===== src/rtl/conv_window_feeder_if.sv =====
// Window output bus of the convolution feeder.
// Carries one packed image window plus the packed filter, the valid/ready
// handshake and the (row, col) position of the window.
//   master : the feeder (drives window, filter, valid, row, col; samples ready)
//   slave  : the conv unit (samples everything; drives ready)
interface conv_window_feeder_if #(
    parameter int unsigned N   = 8,
    parameter int unsigned FIL = 3
);
    localparam int unsigned OUT = FIL * FIL * N;

    logic           win_valid;
    logic           win_ready;
    logic [OUT-1:0] i_out;
    logic [OUT-1:0] f_out;
    logic [4:0]     win_row;
    logic [4:0]     win_col;

    modport master (
        output win_valid,
        input  win_ready,
        output i_out,
        output f_out,
        output win_row,
        output win_col
    );

    modport slave (
        input  win_valid,
        output win_ready,
        input  i_out,
        input  f_out,
        input  win_row,
        input  win_col
    );
endinterface


===== src/rtl/conv_window_feeder.sv =====
// Producer side of the 3x3 convolution datapath.
// Loads the filter once per frame, then sweeps every valid window position of an
// IMG x IMG image, presenting one packed window per valid/ready handshake. Within
// a row only the new rightmost column is fetched; the other columns are shifted.
// Ports:
//   clk_i, rst_i      : clock, synchronous active-high reset
//   start_i           : begin a frame (sampled in idle only)
//   base_addr_i       : image base address, latched on start
//   img_addr_o        : image memory read address (data returns one cycle later)
//   img_rdata_i       : image memory read data
//   fil_addr_o        : filter memory read address (data returns one cycle later)
//   fil_rdata_i       : filter memory read data
//   busy_o            : high from start acceptance until end of frame
//   done_o            : one-cycle pulse at end of frame
//   win_io            : window bus (packed window/filter, handshake, row/col)
// Element (i,j) of a packed window sits at bits [(FIL*i+j)*N +: N].
module conv_window_feeder #(
    parameter int unsigned N    = 8,
    parameter int unsigned M_AW = 13,
    parameter int unsigned F_AW = 4,
    parameter int unsigned FIL  = 3,
    parameter int unsigned IMG  = 28,
    parameter int unsigned OUT  = FIL * FIL * N
) (
    input  logic                   clk_i,
    input  logic                   rst_i,
    input  logic                   start_i,
    input  logic [M_AW-1:0]        base_addr_i,
    output logic [M_AW-1:0]        img_addr_o,
    input  logic [N-1:0]           img_rdata_i,
    output logic [F_AW-1:0]        fil_addr_o,
    input  logic [N-1:0]           fil_rdata_i,
    output logic                   busy_o,
    output logic                   done_o,
    conv_window_feeder_if.master   win_io
);

    localparam int unsigned NE = FIL * FIL;
    localparam int unsigned CW = $clog2(NE + 1);

    localparam logic [2:0] StIdle    = 3'd0;
    localparam logic [2:0] StLoadF   = 3'd1;
    localparam logic [2:0] StLoadW   = 3'd2;
    localparam logic [2:0] StPresent = 3'd3;
    localparam logic [2:0] StFin     = 3'd4;

    logic [2:0]      state_q, state_d;
    logic [CW-1:0]   cnt_q, cnt_d;
    logic [M_AW-1:0] base_q, base_d;
    logic [4:0]      r_q, r_d;
    logic [4:0]      c_q, c_d;
    logic [OUT-1:0]  i_win_q, i_win_d;
    logic [OUT-1:0]  f_win_q, f_win_d;
    logic [M_AW-1:0] img_addr_q, img_addr_d;
    logic [F_AW-1:0] fil_addr_q, fil_addr_d;
    logic            valid_q, valid_d;
    logic            busy_q, busy_d;
    logic            done_q, done_d;

    // Address of window element (i,j) for the window at (r,c); wraps at M_AW bits.
    function automatic logic [M_AW-1:0] pix_addr(input logic [M_AW-1:0] base,
                                                 input logic [4:0]      r,
                                                 input logic [4:0]      c,
                                                 input int unsigned     i,
                                                 input int unsigned     j);
        int unsigned off;
        off = (32'(r) + i) * IMG + 32'(c) + j;
        return base + M_AW'(off);
    endfunction

    always_comb begin
        int unsigned cur;
        int unsigned nxt;
        int unsigned prv;

        state_d    = state_q;
        cnt_d      = cnt_q;
        base_d     = base_q;
        r_d        = r_q;
        c_d        = c_q;
        i_win_d    = i_win_q;
        f_win_d    = f_win_q;
        img_addr_d = img_addr_q;
        fil_addr_d = fil_addr_q;
        valid_d    = valid_q;
        busy_d     = busy_q;
        done_d     = 1'b0;

        // Cycle cnt issues address cnt and captures the data of address cnt-1.
        cur = 32'(cnt_q);
        nxt = cur + 1;
        prv = cur - 1;

        unique case (state_q)
            StIdle: begin
                if (start_i) begin
                    base_d     = base_addr_i;
                    busy_d     = 1'b1;
                    r_d        = '0;
                    c_d        = '0;
                    cnt_d      = '0;
                    fil_addr_d = '0;
                    state_d    = StLoadF;
                end
            end

            StLoadF: begin
                if (cur != 0) begin
                    f_win_d[prv*N +: N] = fil_rdata_i;
                end
                if (nxt < NE) begin
                    fil_addr_d = F_AW'(nxt);
                end
                if (cur == NE) begin
                    cnt_d      = '0;
                    img_addr_d = pix_addr(base_q, r_q, c_q, 0, 0);
                    state_d    = StLoadW;
                end else begin
                    cnt_d = cnt_q + 1'b1;
                end
            end

            StLoadW: begin
                if (c_q == '0) begin
                    // Full load, i-major then j.
                    if (cur != 0) begin
                        i_win_d[prv*N +: N] = img_rdata_i;
                    end
                    if (nxt < NE) begin
                        img_addr_d = pix_addr(base_q, r_q, c_q, nxt / FIL, nxt % FIL);
                    end
                    if (cur == NE) begin
                        cnt_d   = '0;
                        valid_d = 1'b1;
                        state_d = StPresent;
                    end else begin
                        cnt_d = cnt_q + 1'b1;
                    end
                end else begin
                    // Slide: window already shifted, fill the rightmost column.
                    if (cur != 0) begin
                        i_win_d[(prv * FIL + FIL - 1) * N +: N] = img_rdata_i;
                    end
                    if (nxt < FIL) begin
                        img_addr_d = pix_addr(base_q, r_q, c_q, nxt, FIL - 1);
                    end
                    if (cur == FIL) begin
                        cnt_d   = '0;
                        valid_d = 1'b1;
                        state_d = StPresent;
                    end else begin
                        cnt_d = cnt_q + 1'b1;
                    end
                end
            end

            StPresent: begin
                if (valid_q && win_io.win_ready) begin
                    valid_d = 1'b0;
                    cnt_d   = '0;
                    if (32'(c_q) < IMG - FIL) begin
                        c_d = c_q + 5'd1;
                        for (int unsigned i = 0; i < FIL; i++) begin
                            for (int unsigned j = 0; j < FIL - 1; j++) begin
                                i_win_d[(i * FIL + j) * N +: N] =
                                    i_win_q[(i * FIL + j + 1) * N +: N];
                            end
                        end
                        img_addr_d = pix_addr(base_q, r_q, c_q + 5'd1, 0, FIL - 1);
                        state_d    = StLoadW;
                    end else if (32'(r_q) < IMG - FIL) begin
                        c_d        = '0;
                        r_d        = r_q + 5'd1;
                        img_addr_d = pix_addr(base_q, r_q + 5'd1, 5'd0, 0, 0);
                        state_d    = StLoadW;
                    end else begin
                        busy_d  = 1'b0;
                        done_d  = 1'b1;
                        state_d = StFin;
                    end
                end
            end

            StFin: begin
                state_d = StIdle;
            end

            default: begin
                state_d = StIdle;
            end
        endcase
    end

    always_ff @(posedge clk_i) begin
        if (rst_i) begin
            state_q    <= StIdle;
            cnt_q      <= '0;
            base_q     <= '0;
            r_q        <= '0;
            c_q        <= '0;
            i_win_q    <= '0;
            f_win_q    <= '0;
            img_addr_q <= '0;
            fil_addr_q <= '0;
            valid_q    <= 1'b0;
            busy_q     <= 1'b0;
            done_q     <= 1'b0;
        end else begin
            state_q    <= state_d;
            cnt_q      <= cnt_d;
            base_q     <= base_d;
            r_q        <= r_d;
            c_q        <= c_d;
            i_win_q    <= i_win_d;
            f_win_q    <= f_win_d;
            img_addr_q <= img_addr_d;
            fil_addr_q <= fil_addr_d;
            valid_q    <= valid_d;
            busy_q     <= busy_d;
            done_q     <= done_d;
        end
    end

    assign img_addr_o       = img_addr_q;
    assign fil_addr_o       = fil_addr_q;
    assign busy_o           = busy_q;
    assign done_o           = done_q;
    assign win_io.win_valid = valid_q;
    assign win_io.i_out     = i_win_q;
    assign win_io.f_out     = f_win_q;
    assign win_io.win_row   = r_q;
    assign win_io.win_col   = c_q;

endmodule

===== src/flat_wrapper.sv =====
// flat-port wrapper written by rule: the top's interface ports become plain ports
module conv_window_feeder_flat 
#(
    parameter int unsigned N    = 8,
    parameter int unsigned M_AW = 13,
    parameter int unsigned F_AW = 4,
    parameter int unsigned FIL  = 3,
    parameter int unsigned IMG  = 28,
    parameter int unsigned OUT  = FIL * FIL * N
)
  (clk_i, rst_i, start_i, base_addr_i, img_addr_o, img_rdata_i, fil_addr_o, fil_rdata_i, busy_o, done_o, win_io_win_valid, win_io_win_ready, win_io_i_out, win_io_f_out, win_io_win_row, win_io_win_col);
  conv_window_feeder_if #(.N(N), .FIL(FIL)) win_io_i ();
  input  logic clk_i;
  input  logic rst_i;
  input  logic start_i;
  input  logic [M_AW-1:0] base_addr_i;
  output logic [M_AW-1:0] img_addr_o;
  input  logic [N-1:0] img_rdata_i;
  output logic [F_AW-1:0] fil_addr_o;
  input  logic [N-1:0] fil_rdata_i;
  output logic busy_o;
  output logic done_o;
  output wire logic [$bits(win_io_i.win_valid)-1:0] win_io_win_valid;
  input wire logic [$bits(win_io_i.win_ready)-1:0] win_io_win_ready;
  output wire logic [$bits(win_io_i.i_out)-1:0] win_io_i_out;
  output wire logic [$bits(win_io_i.f_out)-1:0] win_io_f_out;
  output wire logic [$bits(win_io_i.win_row)-1:0] win_io_win_row;
  output wire logic [$bits(win_io_i.win_col)-1:0] win_io_win_col;
  assign win_io_win_valid = win_io_i.win_valid;
  assign win_io_i.win_ready = win_io_win_ready;
  assign win_io_i_out = win_io_i.i_out;
  assign win_io_f_out = win_io_i.f_out;
  assign win_io_win_row = win_io_i.win_row;
  assign win_io_win_col = win_io_i.win_col;
  conv_window_feeder #(.N(N), .M_AW(M_AW), .F_AW(F_AW), .FIL(FIL), .IMG(IMG), .OUT(OUT)) u_core (.clk_i(clk_i), .rst_i(rst_i), .start_i(start_i), .base_addr_i(base_addr_i), .img_addr_o(img_addr_o), .img_rdata_i(img_rdata_i), .fil_addr_o(fil_addr_o), .fil_rdata_i(fil_rdata_i), .busy_o(busy_o), .done_o(done_o), .win_io(win_io_i));
endmodule

===== config.mk =====
export PLATFORM = sky130hd
export DESIGN_NAME = conv_window_feeder_flat
export DESIGN_NICKNAME = d
export VERILOG_FILES = /design/src/rtl/conv_window_feeder_if.sv /design/src/rtl/conv_window_feeder.sv /design/src/flat_wrapper.sv
export SDC_FILE = /design/constraint.sdc
export NUM_CORES = 1
export LEC_CHECK = 0
export CAP_MARGIN = 15
export CELL_PAD_IN_SITES_DETAIL_PLACEMENT = 1
export CELL_PAD_IN_SITES_GLOBAL_PLACEMENT = 2
export CORE_UTILIZATION = 25
export DETAILED_ROUTE_END_ITERATION = 10
export PLACE_DENSITY_LB_ADDON = 0.08
export SYNTH_ARGS = -nofsm -noshare
export SYNTH_HDL_FRONTEND = slang
export SYNTH_SLANG_ARGS = --single-unit

===== constraint.sdc =====
create_clock -name clk_i -period 10.9 [get_ports clk_i]
set_clock_uncertainty 0.05 [all_clocks]
set_input_delay 2.18 -clock clk_i [delete_from_list [all_inputs] [get_ports clk_i]]
set_output_delay 2.18 -clock clk_i [all_outputs]
set_load 0.005 [all_outputs]

# After elaboration in Yosys (flattened, before gate mapping)
# Cells that the tools add are included.
[word_totals] elab_cells=155 input_bits=33 regBits=194
[op_classes] n_addsub=23 n_shift=5 n_bitwise=2 n_eq_ne=19 muxes=60 mul=5 magnitude_cmp=4 div_mod_pow=2 reduce_logical=22
[op_table] cell="72-bit bitwise mux" n=3
[op_table] cell="72-bit two-way mux" n=3
[op_table] cell="8-bit by 34-bit indexed part select with 72-bit output" n=3
[op_table] cell="8-bit by 34-bit variable shift with 72-bit output (first input constant)" n=2
[op_table] cell="16-bit two-way mux" n=6
[op_table] cell="16-bit one-hot mux with 2 select lines" n=3
[op_table] cell="13-bit two-way mux" n=7
[op_table] cell="13-bit adder" n=6
[op_table] cell="32-bit negator with 34-bit output" n=2
[op_table] cell="5-bit by 32-bit adder with 32-bit output" n=2
[op_table] cell="32-bit by 3-bit multiplier with 11-bit output (second input constant)" n=2
[op_table] cell="13-bit by 5-bit adder with 13-bit output" n=4
[op_table] cell="13-bit one-hot mux with 3 select lines" n=1
[op_table] cell="5-bit two-way mux" n=7
[op_table] cell="32-bit by 2-bit divider with 32-bit output (second input constant)" n=1
[op_table] cell="32-bit by 2-bit less-than comparator with 1-bit output (second input constant)" n=1
[op_table] cell="32-bit by 4-bit less-than comparator with 1-bit output (second input constant)" n=1
[op_table] cell="32-bit by 2-bit remainder unit with 32-bit output (second input constant)" n=1
[op_table] cell="32-bit by 2-bit multiplier with 29-bit output (second input constant)" n=1
[op_table] cell="29-bit by 2-bit adder with 29-bit output (second input constant)" n=1
[op_table] cell="29-bit by 1-bit subtractor with 29-bit output (second input constant)" n=1
[op_table] cell="13-bit by 2-bit adder with 13-bit output (second input constant)" n=2
[op_table] cell="3-bit two-way mux" n=8
[op_table] cell="4-bit two-way mux" n=6
[op_table] cell="other kinds (33)" n=68

# Longest topological paths before layout
[depth] word_depth=10 mapped_depth=42

# Worst setup path before layout
# No wires, ideal clock.
[synth_path] path_kind="register -> register" startpoint="register u_core.cnt_q[3]" endpoint="register u_core.img_addr_q[11] (netlist: u_core.img_addr_o[11])" setup_slack_ps=1703 setup_ps=145 period_less_slack_ps=9197 stages_incl_launch_ff=40 required_time_ps=10705 t_arrival_ps=9001 cell_sequence="dfxtp_1 > clkbuf_1 > clkbuf_1 > buf_1 > xnor2_1 > ha_1 > nand2b_1 > a21o_1 > a22oi_1 > o22ai_1 > ha_1 > a211oi_1 > nand2_1 > a21oi_1 > xnor2_1 > ha_1 > or2_2 > nor3_2 > (+4 left out) > a21oi_1 > xnor2_1 > inv_1 > fa_1 > inv_1 > ha_1 > a21o_1 > a21oi_1 > xnor2_1 > fa_1 > ha_1 > ha_1 > a2111oi_0 > o41ai_1 > xnor2_1 > nor2_1 > o21ai_0 > a41oi_1"
[synth_via] elab_chain_cells=10
[synth_rtl] element="start: declaration" line_no="conv_window_feeder.sv:48" source="logic [CW-1:0] cnt_q, cnt_d;"
[synth_rtl] element="start signal: assignment" line_no="conv_window_feeder.sv:210" source="cnt_q <= cnt_d;"
[synth_rtl] element="4-bit by 1-bit adder with 5-bit output" line_no="conv_window_feeder.sv:91" source="nxt = cur + 1;"
[synth_rtl] element="32-bit by 2-bit divider with 32-bit output" line_no="conv_window_feeder.sv:130" source="img_addr_d = pix_addr(base_q, r_q, c_q, nxt / FIL, nxt % FIL);"
[synth_rtl] element="5-bit by 32-bit adder with 32-bit output" line_no="conv_window_feeder.sv:67" source="off = (32'(r) + i) * IMG + 32'(c) + j;"
[synth_rtl] element="32-bit by 3-bit multiplier with 11-bit output" line_no="conv_window_feeder.sv:67"
[synth_rtl] element="13-bit by 5-bit adder with 13-bit output" line_no="conv_window_feeder.sv:67"
[synth_rtl] element="13-bit adder" line_no="conv_window_feeder.sv:67"
[synth_rtl] element="13-bit adder" line_no="conv_window_feeder.sv:68" source="return base + M_AW'(off);"
[synth_rtl] element="13-bit two-way mux" line_no="conv_window_feeder.sv:129" source="if (nxt < NE) begin"
[synth_rtl] element="13-bit two-way mux" line_no="conv_window_feeder.sv:124" source="if (c_q == '0) begin"
[synth_rtl] element="13-bit one-hot mux with 3 select lines" line_no="conv_window_feeder.sv:94" source="unique case (state_q)"
[synth_rtl] element="end signal: assignment" line_no="conv_window_feeder.sv:216" source="img_addr_q <= img_addr_d;"
[synth_rtl] element="end: declaration" line_no="conv_window_feeder.sv:54" source="logic [M_AW-1:0] img_addr_q, img_addr_d;"
# Several ways; a longest one is shown, not always the timed one. The select of a mux whose other input is x is not followed.
# A chain may end at the register's enable or synchronous reset.

# Worst setup path in the final report
[layout_path] startpoint="register u_core.cnt_q[1]" endpoint="register u_core.img_addr_q[11] (netlist: u_core.img_addr_o[11])"
# The elaborated chain is that of the path after synthesis.

==> results.md <==
Clocking:
- Clock tree synthesis found a total of 194 sinks.
- The number of gates given a new drive strength after cts is 0.
- The number of buffers inserted by post-CTS setup repair is 0.
- Clock-pin slew was measured on the worst setup and hold paths at 0.09 ns.
- The largest buffer count on any clock path is 2.
- CTS built an H-tree with a depth of 4.
- The clock network latency to the later pin of the worst-skew pair is 0.51 ns.
- CTS placed an instance of sky130_fd_sc_hd__clkbuf_16 at the clock tree root.
- The TritonCTS clock tree is done.
- The hold-fix buffer count after cts is 0.
- The number of CTS-inserted buffers is 17.

Final layout:
- The post-synthesis to final-layout area growth is 22.9%.
- The filler-free cell count of the finished design is 2,869.
- The net count of the finished layout is 2,300.
- The fraction of final layout cells with drive strength greater than 1 is 5.37%.
- After routing the design area is 18,900 um^2.
- After filler insertion, the fill cell instance count of the layout stands at 7,082.

Drt:
- The routed wire length per instance is 23.1 um.
- The detail route stage leaves a number of antenna-violating nets equal to 0.
- The detailed-routing iteration count for the pre-antenna-repair pass is 5.
- The number of remaining DRC errors is 0.
- The DRC marker count from the first detailed-route iteration is 772.
- The wire length reported by the detailed router is 66,400 um.
- The ratio of routed vias to standard cells is 5.24.
- The via count is 15,025.

Setup path:
- The kind of start point of the critical path is a flip-flop.
- The cell that appears most often on the critical path is sky130_fd_sc_hd__ha_1.
- The worst setup path is of the flip-flop to flip-flop kind.
- For the worst setup path, the data arrival time is 10.27 ns.
- The library cell contributing the largest single delay on the critical path is sky130_fd_sc_hd__fa_1.
- The required time of the critical path is 11.23 ns.
- The peak fanout along the critical path is 10.
- The kind of end point of the critical path is a flip-flop.
- The largest single stage delay on the critical path is 0.56 ns.

Place:
- At the end of routability-driven placement, the weighted congestion stood at 0.854.
- After detailed placement, the design holds a cell count of 2,835.
- Once detailed placement completed, the half-perimeter wirelength came to 50,600 um.
- Buffers placed on the I/O ports in this run total 206.
- In this run the cell area measured after placement is 18,200 um^2.

Run status:
- The run finished with clean final reports.

Die:
- The horizontal die dimension is 250 um.
- The floorplan row count is 90.
- The total area inside the core boundary comes to 60,500 um^2.
- Measured along the y axis, the die boundary spans 250 um.
- The number of top-level pins is 207.
- Once the floorplan was initialized, standard cells occupied 25.4% of the core.
- The floorplan step defined a die boundary enclosing 62,400 um^2.

GRT:
- The number of global-route vias before repair is 15,325.
- The pin count of the biggest net entering global routing is 74.
- The wire length of the first global-routing pass is 99,200 um.
- The number of antenna violations at the first check in global routing is 1.
- In the global route stage, overall resource usage came out at 21.2%.
- The remaining global-route overflow is 0.

Yosys:
- For this run, asynchronously set or reset flops after synthesis account for 0%.
- The synthesized design contains 0 enable-type register cells.
- The netlist area before placement is 15,300 um^2.
- Sequential elements use 25.3% of the synthesized area.
- The most area-hungry cell type in the Yosys netlist is sky130_fd_sc_hd__dfxtp_1.
- A synthesized cell averages 7.99 um^2.
- The Yosys warning count is 0.
- The number of different library cells used by synthesis comes to 91.
- The most common cell in the synthesized netlist is sky130_fd_sc_hd__a21oi_1.
- The number of cells produced by synthesis is 1,921.
- Counting every net in the synthesized netlist gives 2,148.
- The commonest cells after synthesis are sky130_fd_sc_hd__a21oi_1, sky130_fd_sc_hd__dfxtp_1, sky130_fd_sc_hd__nor2_1.
- The most used flip-flop cell after synthesis is sky130_fd_sc_hd__dfxtp_1.
- The share of the synthesized area in the top cell type is 25.3%.
- Ranked by total cell area, the synthesized netlist is headed by sky130_fd_sc_hd__dfxtp_1, sky130_fd_sc_hd__ha_1, sky130_fd_sc_hd__a21oi_1, sky130_fd_sc_hd__fa_1, sky130_fd_sc_hd__nor2_1.
- Counting flops and latches in the post-synthesis netlist gives 194.

Pwr:
- In this run, the combinational gates consume 56.4% of the power.
- Cell internal power was estimated by the tool at 0.00169 W.
- In this run the power spent charging and discharging nets is 0.00173 W.
- The total power is 0.00342 W.
- The total leakage power is 7.37 nW.
- The switching part of the total is 50.5%.
- The power density over the cells is 181 nW/um^2.
- The part of the total power dissipated in the clock network is 20.7%.
- The relative contribution of sequential cells to total power is 22.8%.
- The worst ir drop on vdd is 0.168 mV.

STA:
- The hold violation total from the final report is 0.
- The number of pins with negative max-slew slack in the final report is 0.
- Setup total negative slack on the finished layout was measured at 0 ns.
- The share of the clock period used by the worst path after layout is 91.2%.
- The worst-case headroom to the max-slew limit is 28.5%.
- The worst path in the final design needs a cycle of 9.94 ns, including I/O delays and setup.
- The maximum operating frequency is 101 MHz.
- The transition time at the pin with the least slew margin is 1.07 ns.
- The final setup violation count is 0.
- Setup repair after global routing left no endpoint under its margin.

Job:
- The tool flagged a number of max-cap violations equal to 0.

Worst hold path:
- The class of the worst hold path is flip-flop to flip-flop.
-- cell usage in the layout (no fill, tap or decap), drive strengths merged, types with 56 or more instances in the layout --
cell type and n:
inv 122, o21ai 87, clkdlybuf4s50 205, nor2 186, dfxtp 194, ha 144, nand2 145, a21oi 212
nor3 118, xnor2 61, nand3 56
-- metal layers --
metal | up-vias | track usage, % | part of all wire, %
li1 | 7211 | - | -
met3 | 48 | 4.13 | 4.9
met5 | - | 0 | 0.020
met2 | 280 | 32.2 | 43
met4 | 2 | 5.98 | 1.7
met1 | 7484 | 30.2 | 50
-- layout make-up --
class / count / area (um^2) / share of cell area (%)
antenna: 1 / 2.50 / 0.0133
clock buffer: 17 / 425 / 2.26
clock inverter: 15 / 204 / 1.08
inverter: 112 / 420 / 2.23
multi-input combinational: 1508 / 10600 / 56.4
sequential: 194 / 3880 / 20.6
tap: 782 / 978 / 5.19
timing repair buffer: 240 / 2310 / 12.3
-- flip-flops by register name, summed over array words and instances, names as in the netlist --
| signal | count |
|---|---|
| u_core.base_q | 13 |
| u_core.busy_o | 1 |
| u_core.cnt_q | 4 |
| u_core.done_o | 1 |
| u_core.fil_addr_o | 4 |
| u_core.img_addr_o | 13 |
| u_core.state_q | 3 |
| u_core.win_io.f_out | 72 |
| u_core.win_io.i_out | 72 |
| u_core.win_io.win_col | 5 |
| u_core.win_io.win_row | 5 |
| u_core.win_io.win_valid | 1 |
-- final timing paths --
path	cells past startpoint	startpoint	slack (ns)	to
setup reg to reg	38	u_core.cnt_q[1]	0.96	u_core.img_addr_o[11]
setup / recovery	38	u_core.cnt_q[1]	0.96	u_core.img_addr_o[11]
hold / removal	2	u_core.fil_addr_o[3]	0.43	u_core.fil_addr_o[3]
hold reg to reg	2	u_core.fil_addr_o[3]	0.43	u_core.fil_addr_o[3]
-- power groups by stage --
stage | Sequential [W] | Clock, W | Combinational [W]
4_1_cts | 0.000782 | 0.000739 | 0.00194
5_1_grt | 0.000785 | 0.000760 | 0.00213
2_1_floorplan | 0.000772 | 0 | 0.00133
3_3_place_gp | 0.000797 | 0 | 0.00191
3_5_place_dp | 0.000798 | 0 | 0.00193
6_report | 0.000781 | 0.000710 | 0.00193
-- cell families (layout without fill, tap and decap cells) --
kind of cell | Yosys count | in the layout | synth area share (%)
AND/OR/NAND/NOR | 642 | 642 | 20.0
multiplexers | 16 | 16 | 1.05
AO/OA/AOI/OAI | 574 | 574 | 24.9
XOR/XNOR | 82 | 82 | 4.73
buffers and inverters | 219 | 384 | 5.71
flip-flops | 194 | 194 | 25.3
adder cells (fa/ha/maj) | 194 | 194 | 18.3
other | 0 | 1 | 0
-- stage by stage --
step	utilization [%]	setup slack, ns	hold slack [ns]
2_1_floorplan	-	1.70	0.403
3_3_place_gp	30.1	0.976	0.416
3_5_place_dp	30.1	0.713	0.413
4_1_cts	31.2	0.641	0.433
5_1_grt	31.2	0.0993	0.464
6_report	31.2	0.961	0.428
-- critical path: cells and delay by family (launching register included) --
kind / cells / cell delay, ns
DFF: 1 / 0.49
buffers and inverters: 6 / 0.58
AOI/OAI and AO/OA: 10 / 2.48
xor gates and xnor gates: 4 / 0.98
adders and majority gates: 11 / 3.86
and+or+nand+nor: 7 / 1.38
(Power assumes the default switching activity.)
